`src/rtl/fmul_issue.sv`:
```
// fmul_issue -- issue/writeback wrapper around an external FP32 multiplier.
//
// Accepts operand pairs, flushes denormal inputs to signed zero, starts the
// multiplier with a one-cycle mul_ready pulse, and tracks each op in an
// in-order tag FIFO. When the multiplier returns, the special-case result
// (NaN / inf / zero) overrides the raw product, and {y, tag} is queued in a
// result FIFO for writeback. A credit counter bounds the ops in flight to
// DEPTH, so neither FIFO can overflow.
//
// Ports
//   clk, rstn                  clock, async active-high reset
//   in_valid/in_ready          operand handshake; in_x1, in_x2, in_tag
//   mul_x1, mul_x2, mul_ready  multiplier operands + start pulse
//   mul_valid, mul_y           multiplier result (any latency >= 0, in order)
//   out_valid/out_ready        writeback handshake; out_y, out_tag
//   err                        sticky: result arrived with nothing issued
module fmul_issue #(
  parameter int DEPTH = 4,
  parameter int TAGW  = 6
) (
  input  logic            clk,
  input  logic            rstn,
  input  logic            in_valid,
  output logic            in_ready,
  input  logic [31:0]     in_x1,
  input  logic [31:0]     in_x2,
  input  logic [TAGW-1:0] in_tag,
  output logic [31:0]     mul_x1,
  output logic [31:0]     mul_x2,
  output logic            mul_ready,
  input  logic            mul_valid,
  input  logic [31:0]     mul_y,
  output logic            out_valid,
  input  logic            out_ready,
  output logic [31:0]     out_y,
  output logic [TAGW-1:0] out_tag,
  output logic            err
);

  localparam int AW = (DEPTH > 1) ? $clog2(DEPTH) : 1;
  localparam int CW = AW + 1;

  typedef struct packed {
    logic [TAGW-1:0] tag;
    logic            nan1, inf1, zero1;
    logic            nan2, inf2, zero2;
    logic            sgn;
  } tag_ent_t;

  typedef struct packed {
    logic [31:0]     y;
    logic [TAGW-1:0] tag;
  } res_ent_t;

  function automatic logic [31:0] flush(input logic [31:0] x);
    flush = (x[30:23] == 8'd0) ? {x[31], 31'd0} : x;
  endfunction

  // ---------------- credit counter ----------------
  logic [CW-1:0] cnt, cnt_nxt;
  logic          accept, out_pop;
  logic [TAGW-1:0] op_tag;

  assign accept  = in_valid && in_ready;
  assign out_pop = out_valid && out_ready;
  assign cnt_nxt = cnt + CW'(accept) - CW'(out_pop);

  // ---------------- tag FIFO ----------------
  tag_ent_t        tq_mem [DEPTH];
  logic [AW-1:0]   tq_wp, tq_rp;
  logic [CW-1:0]   tq_cnt;
  tag_ent_t        push_ent, pop_ent;
  logic            tq_empty, pop_ok, tq_wr, tq_rd, err_set;

  // Class is taken from the registered (already flushed) operands.
  always_comb begin
    push_ent       = '0;
    push_ent.tag   = op_tag;
    push_ent.nan1  = (mul_x1[30:23] == 8'hFF) && (mul_x1[22:0] != 23'd0);
    push_ent.inf1  = (mul_x1[30:23] == 8'hFF) && (mul_x1[22:0] == 23'd0);
    push_ent.zero1 = (mul_x1[30:23] == 8'h00);
    push_ent.nan2  = (mul_x2[30:23] == 8'hFF) && (mul_x2[22:0] != 23'd0);
    push_ent.inf2  = (mul_x2[30:23] == 8'hFF) && (mul_x2[22:0] == 23'd0);
    push_ent.zero2 = (mul_x2[30:23] == 8'h00);
    push_ent.sgn   = mul_x1[31] ^ mul_x2[31];
  end

  assign tq_empty = (tq_cnt == '0);
  // A zero-latency result may pop the entry being pushed this same cycle.
  assign pop_ok   = mul_valid && (!tq_empty || mul_ready);
  assign pop_ent  = tq_empty ? push_ent : tq_mem[tq_rp];
  assign tq_wr    = mul_ready && !(tq_empty && pop_ok);
  assign tq_rd    = pop_ok && !tq_empty;
  assign err_set  = mul_valid && tq_empty && !mul_ready;

  // ---------------- fix-up ----------------
  logic [31:0] fix_y;
  logic        any_nan, any_inf, any_zero;

  always_comb begin
    any_nan  = pop_ent.nan1 || pop_ent.nan2;
    any_inf  = pop_ent.inf1 || pop_ent.inf2;
    any_zero = pop_ent.zero1 || pop_ent.zero2;
    fix_y    = mul_y;
    if (any_nan || (any_inf && any_zero)) fix_y = 32'h7FC0_0000;
    else if (any_inf)                     fix_y = {pop_ent.sgn, 8'hFF, 23'd0};
    else if (any_zero)                    fix_y = {pop_ent.sgn, 31'd0};
  end

  // ---------------- result FIFO ----------------
  res_ent_t      rq_mem [DEPTH];
  logic [AW-1:0] rq_wp, rq_rp;
  logic [CW-1:0] rq_cnt;

  assign out_valid = (rq_cnt != '0);
  assign out_y     = out_valid ? rq_mem[rq_rp].y   : '0;
  assign out_tag   = out_valid ? rq_mem[rq_rp].tag : '0;

  // ---------------- state ----------------
  always_ff @(posedge clk or posedge rstn) begin
    if (rstn) begin
      cnt       <= '0;
      in_ready  <= 1'b0;
      mul_ready <= 1'b0;
      mul_x1    <= '0;
      mul_x2    <= '0;
      op_tag    <= '0;
      tq_wp     <= '0;
      tq_rp     <= '0;
      tq_cnt    <= '0;
      rq_wp     <= '0;
      rq_rp     <= '0;
      rq_cnt    <= '0;
      err       <= 1'b0;
    end else begin
      cnt       <= cnt_nxt;
      in_ready  <= (cnt_nxt < CW'(DEPTH));
      mul_ready <= accept;
      if (accept) begin
        mul_x1 <= flush(in_x1);
        mul_x2 <= flush(in_x2);
        op_tag <= in_tag;
      end
      if (tq_wr) tq_wp <= tq_wp + AW'(1);
      if (tq_rd) tq_rp <= tq_rp + AW'(1);
      tq_cnt <= tq_cnt + CW'(mul_ready) - CW'(pop_ok);
      if (pop_ok)  rq_wp <= rq_wp + AW'(1);
      if (out_pop) rq_rp <= rq_rp + AW'(1);
      rq_cnt <= rq_cnt + CW'(pop_ok) - CW'(out_pop);
      if (err_set) err <= 1'b1;
    end
  end

  // Storage arrays carry no reset; validity lives in the pointers/counts.
  always_ff @(posedge clk) begin
    if (tq_wr)  tq_mem[tq_wp] <= push_ent;
    if (pop_ok) rq_mem[rq_wp] <= '{y: fix_y, tag: pop_ent.tag};
  end

endmodule

```
`config.mk`:
```
export PLATFORM = sky130hd
export DESIGN_NAME = fmul_issue
export DESIGN_NICKNAME = d
export VERILOG_FILES = /design/src/rtl/fmul_issue.sv
export SDC_FILE = /design/constraint.sdc
export NUM_CORES = 1
export LEC_CHECK = 0
export ABC_CLOCK_PERIOD_IN_PS = 3100
export BUFFER_PORTS_ARGS = -buffer_cell sky130_fd_sc_hd__buf_4
export CAP_MARGIN = 20
export CORE_MARGIN = 2
export CORE_UTILIZATION = 45
export CTS_BUF_LIST = sky130_fd_sc_hd__clkbuf_16
export DETAILED_ROUTE_END_ITERATION = 8
export PLACE_DENSITY = 0.67
export SYNTH_ARGS = -nofsm -noshare
export SYNTH_HDL_FRONTEND = slang
export SYNTH_SLANG_ARGS = --single-unit
```
`constraint.sdc`:
```
create_clock -name clk -period 3.1 [get_ports clk]
set_input_delay 0.155 -clock clk [delete_from_list [all_inputs] [get_ports clk]]
set_output_delay 0.155 -clock clk [all_outputs]
set_load 0.02 [all_outputs]
```
==> run metrics <==
share of layout cells above drive strength 1=between 30% and 40%; total die area=27400 um2; # clock sinks=approximately 290; clk buf depth=3; reg2reg end=rq_mem[2][27]; Final Hold Violating Endpoints=0; Max IR drop VDD=0.671 mV; hold wc startpoint=out_ready; synth cell count leaders=edfxtp_1 (204), dfrtp_1 (90), and2_1 (70); pwr/cell area=between 1000 and 1500 nW/um2; hold path depth=3; DR iter-0 viols=about 470; Critical Path End Type=flip-flop; max-cap violations=0; cell with the most instances after synthesis=edfxtp_1; Leakage=6.29 nW; TritonRoute pass-1 iters=4; syn_nets=799; first-pass GRT wire length=42000 um; Post-synth EDFFs=between 200 and 250; outcome=finished clean; HP Class=in -> reg; synth top area cells=edfxtp_1 (52%), dfrtp_1 (19%), mux4_2 (9.0%), and2_1 (3.7%), a22o_1 (3.4%); Detailed Route WL=26200 um; family with the most delay on the worst path=simple AND/OR/NAND/NOR gates; # resized after CTS=0; post-synthesis sequential area ratio=71.3%; # IOs=213; Hold Path Sink=rq_rp[0]; Rows=a little under 60; Final Max Tran Viols=0; Yosys cell types=43; CTS tree=yes; number of vias per cell=5.19; final setup fails=0; CTS Buf Count=29; wire per inst=19.1 um; Cell Chain, Critical Path=nor4_1, nand4_1, o21a_1, o31ai_4, and3_1, and2_1; worst-margin pin slew=0.882 ns; Fill cells=1935; Post-Syn Instances=675; Antenna Cells=0; Min Hold Slack=0.0197 ns; final setup TNS=0 ns; DR vias=7095; clk_lat worst skew=roughly 0.55 ns; Yosys top cell by area=edfxtp_1; Total GRT Usage=19.2%; Buf+Inv Stages, Crit Path=0; fin crit share=90.8%; remaining global-route overflow=0; netlist area before placement=11800 um2; CP Max Fanout=22; antenna viol nets, final=0; f_max=355 MHz; Worst EP required=roughly 3.5 ns; Detail Placement HPWL=16400 um; crit-path max cell delay=0.77 ns; initial antenna violation count=0; fin crit period=about 2.8 ns; Synth warnings=0; Worst setup SP type=flip-flop; Die W=166 um; worst r2r path cells=6; vias in the first global route=7540; initial core utilization=a little under half; CP Class=reg -> reg; reg2reg setup slack=0.28 ns; syn avg cell area=between 15 and 20 um2; Root Driver=clkbuf_16; RSZ-0062 raised after global routing=no; number of setup buffers added after CTS=0; Die Ht=between 150 and 200 um; post-synthesis async set-or-reset flop share=30.6%; area fraction of the dominant cell type after synthesis=52.1%; clock slew at reported path FFs=0.06 ns; Reg2Reg Launch Point=mul_x2[11]; clk_skew=0.0159 ns; H-tree Lvls=1; Rel. slew slack=41.2%; worst path arrival time=3.20 ns; Area Growth Syn to Fin=35.3%; number of synthesized register bits=294; Core Box Area=25800 um2; port bufs=roughly 210; largest net degree at the start of global routing=91; CP max-delay cell=and3_1; Nets=1134; DRC viols=0; ys flop type=edfxtp_1; RePlAce Congestion=roughly 0.74
where the power goes:
part           switching [mW]  internal [mW]  total (mW)
Combinational            3.41           3.05        6.46
Sequential              0.813           5.76        6.57
Clock                    1.44           2.17        3.61
Total                    5.66           11.0        16.6
sequential cells by signal, summed over array words and instances (netlist names), 3 cells and up:
| register | count |
|---|---|
| tq_mem | 52 |
| mul_x1 | 32 |
| rq_mem | 152 |
| tq_cnt | 3 |
| mul_x2 | 32 |
| op_tag | 6 |
| cnt | 3 |
| rq_cnt | 3 |
cells by family (layout without fill, tap and decap cells):
logic type | count (synthesis) | after routing | share of synthesized area [%]
AO/OA/AOI/OAI | 74 | 74 | 5.22
XOR/XNOR | 13 | 13 | 0.969
adder cells (fa/ha/maj) | 17 | 17 | 2.00
buffers and inverters | 51 | 409 | 1.82
flip-flops | 294 | 294 | 71.3
multiplexers | 72 | 72 | 11.4
AND/OR/NAND/NOR | 154 | 154 | 7.32
worst max path at each step:
| stage | start | endpoint | slack, ns | cells after the start |
|---|---|---|---|---|
| floorplan | tq_cnt[1] | tq_cnt[2] | 0.56 | 12 |
| global placement | mul_x2[11] | rq_mem[0][6] | 0.32 | 6 |
| detailed placement | mul_x2[11] | rq_mem[0][24] | 0.20 | 6 |
| CTS | mul_x2[11] | rq_mem[3][7] | 0.16 | 6 |
| global route | tq_cnt[1] | rq_mem[2][27] | 0.08 | 5 |
| finish | mul_x2[11] | rq_mem[2][27] | 0.28 | 6 |
layer usage:
| metal | up-vias | GRT usage [%] | share of wire, % |
|---|---|---|---|
| met5 | - | 0 | 0 |
| met3 | 48 | 4.32 | 6.4 |
| li1 | 3276 | - | - |
| met1 | 3531 | 25.5 | 42 |
| met4 | 0 | 4.16 | 2.2 |
| met2 | 240 | 32.6 | 49 |
cells in the final DEF, fill, tap and decap left out, types with 3 or more instances in the layout:
master,netlist,layout
fa_1,3,3
a22o_1,46,46
and2_1,70,66
inv_2,1,4
xnor2_1,10,10
clkbuf_16,0,30
clkinv_1,0,4
ha_1,14,14
nand2_1,29,28
and2_2,0,4
buf_4,2,228
o21ai_0,4,4
nor2_1,16,16
mux4_2,47,47
inv_1,17,19
nor3_1,5,5
or4_1,5,5
nor4_1,14,14
a21o_1,9,9
edfxtp_1,204,204
dlygate4sd3_1,0,102
dfrtp_1,90,88
buf_12,0,6
nand4_1,6,6
mux2_2,24,24
bufinv_16,0,5
xor2_1,3,3
clkinv_2,0,8
area by class of cell:
type / instances / area, um2 / share of cell area [%]
Clock inverter: 24 / 240 / 1.51
Clock buffer: 30 / 751 / 4.72
Sequential cell: 294 / 8380 / 52.7
Multi-Input combinational cell: 330 / 3170 / 20.0
Inverter: 18 / 68.8 / 0.433
Tap cell: 335 / 419 / 2.64
Timing Repair Buffer: 337 / 2870 / 18.0
metrics by stage:
stage          instances  cell area, um2  worst slack (ns)  utilization, %  total power, mW
5_1_grt             1368           15900            0.0785            61.5             17.5
3_5_place_dp        1212           13900             0.195            53.8             13.1
2_1_floorplan        675           11800             0.564               -             10.4
3_3_place_gp        1211           13900             0.324            53.7             12.9
4_1_cts             1368           15900             0.156            61.5             16.8
6_report            1368           15900             0.285            61.5             16.6
worst reg2reg max path: cells and delay by family (launching register included):
kind,cells,cell delay [ns]
and+or+nand+nor,4,1.74
AOI/OAI and AO/OA,2,0.51
DFF,1,0.40
what timing repair did:
| action | CTS | global route |
|---|---|---|
| hold buffers | 102 | 0 |
| setup endpoints to repair | 0 | 0 |
| hold endpoints to repair | 283 | 0 |
Note: power is estimated with default switching activity, not from simulation.
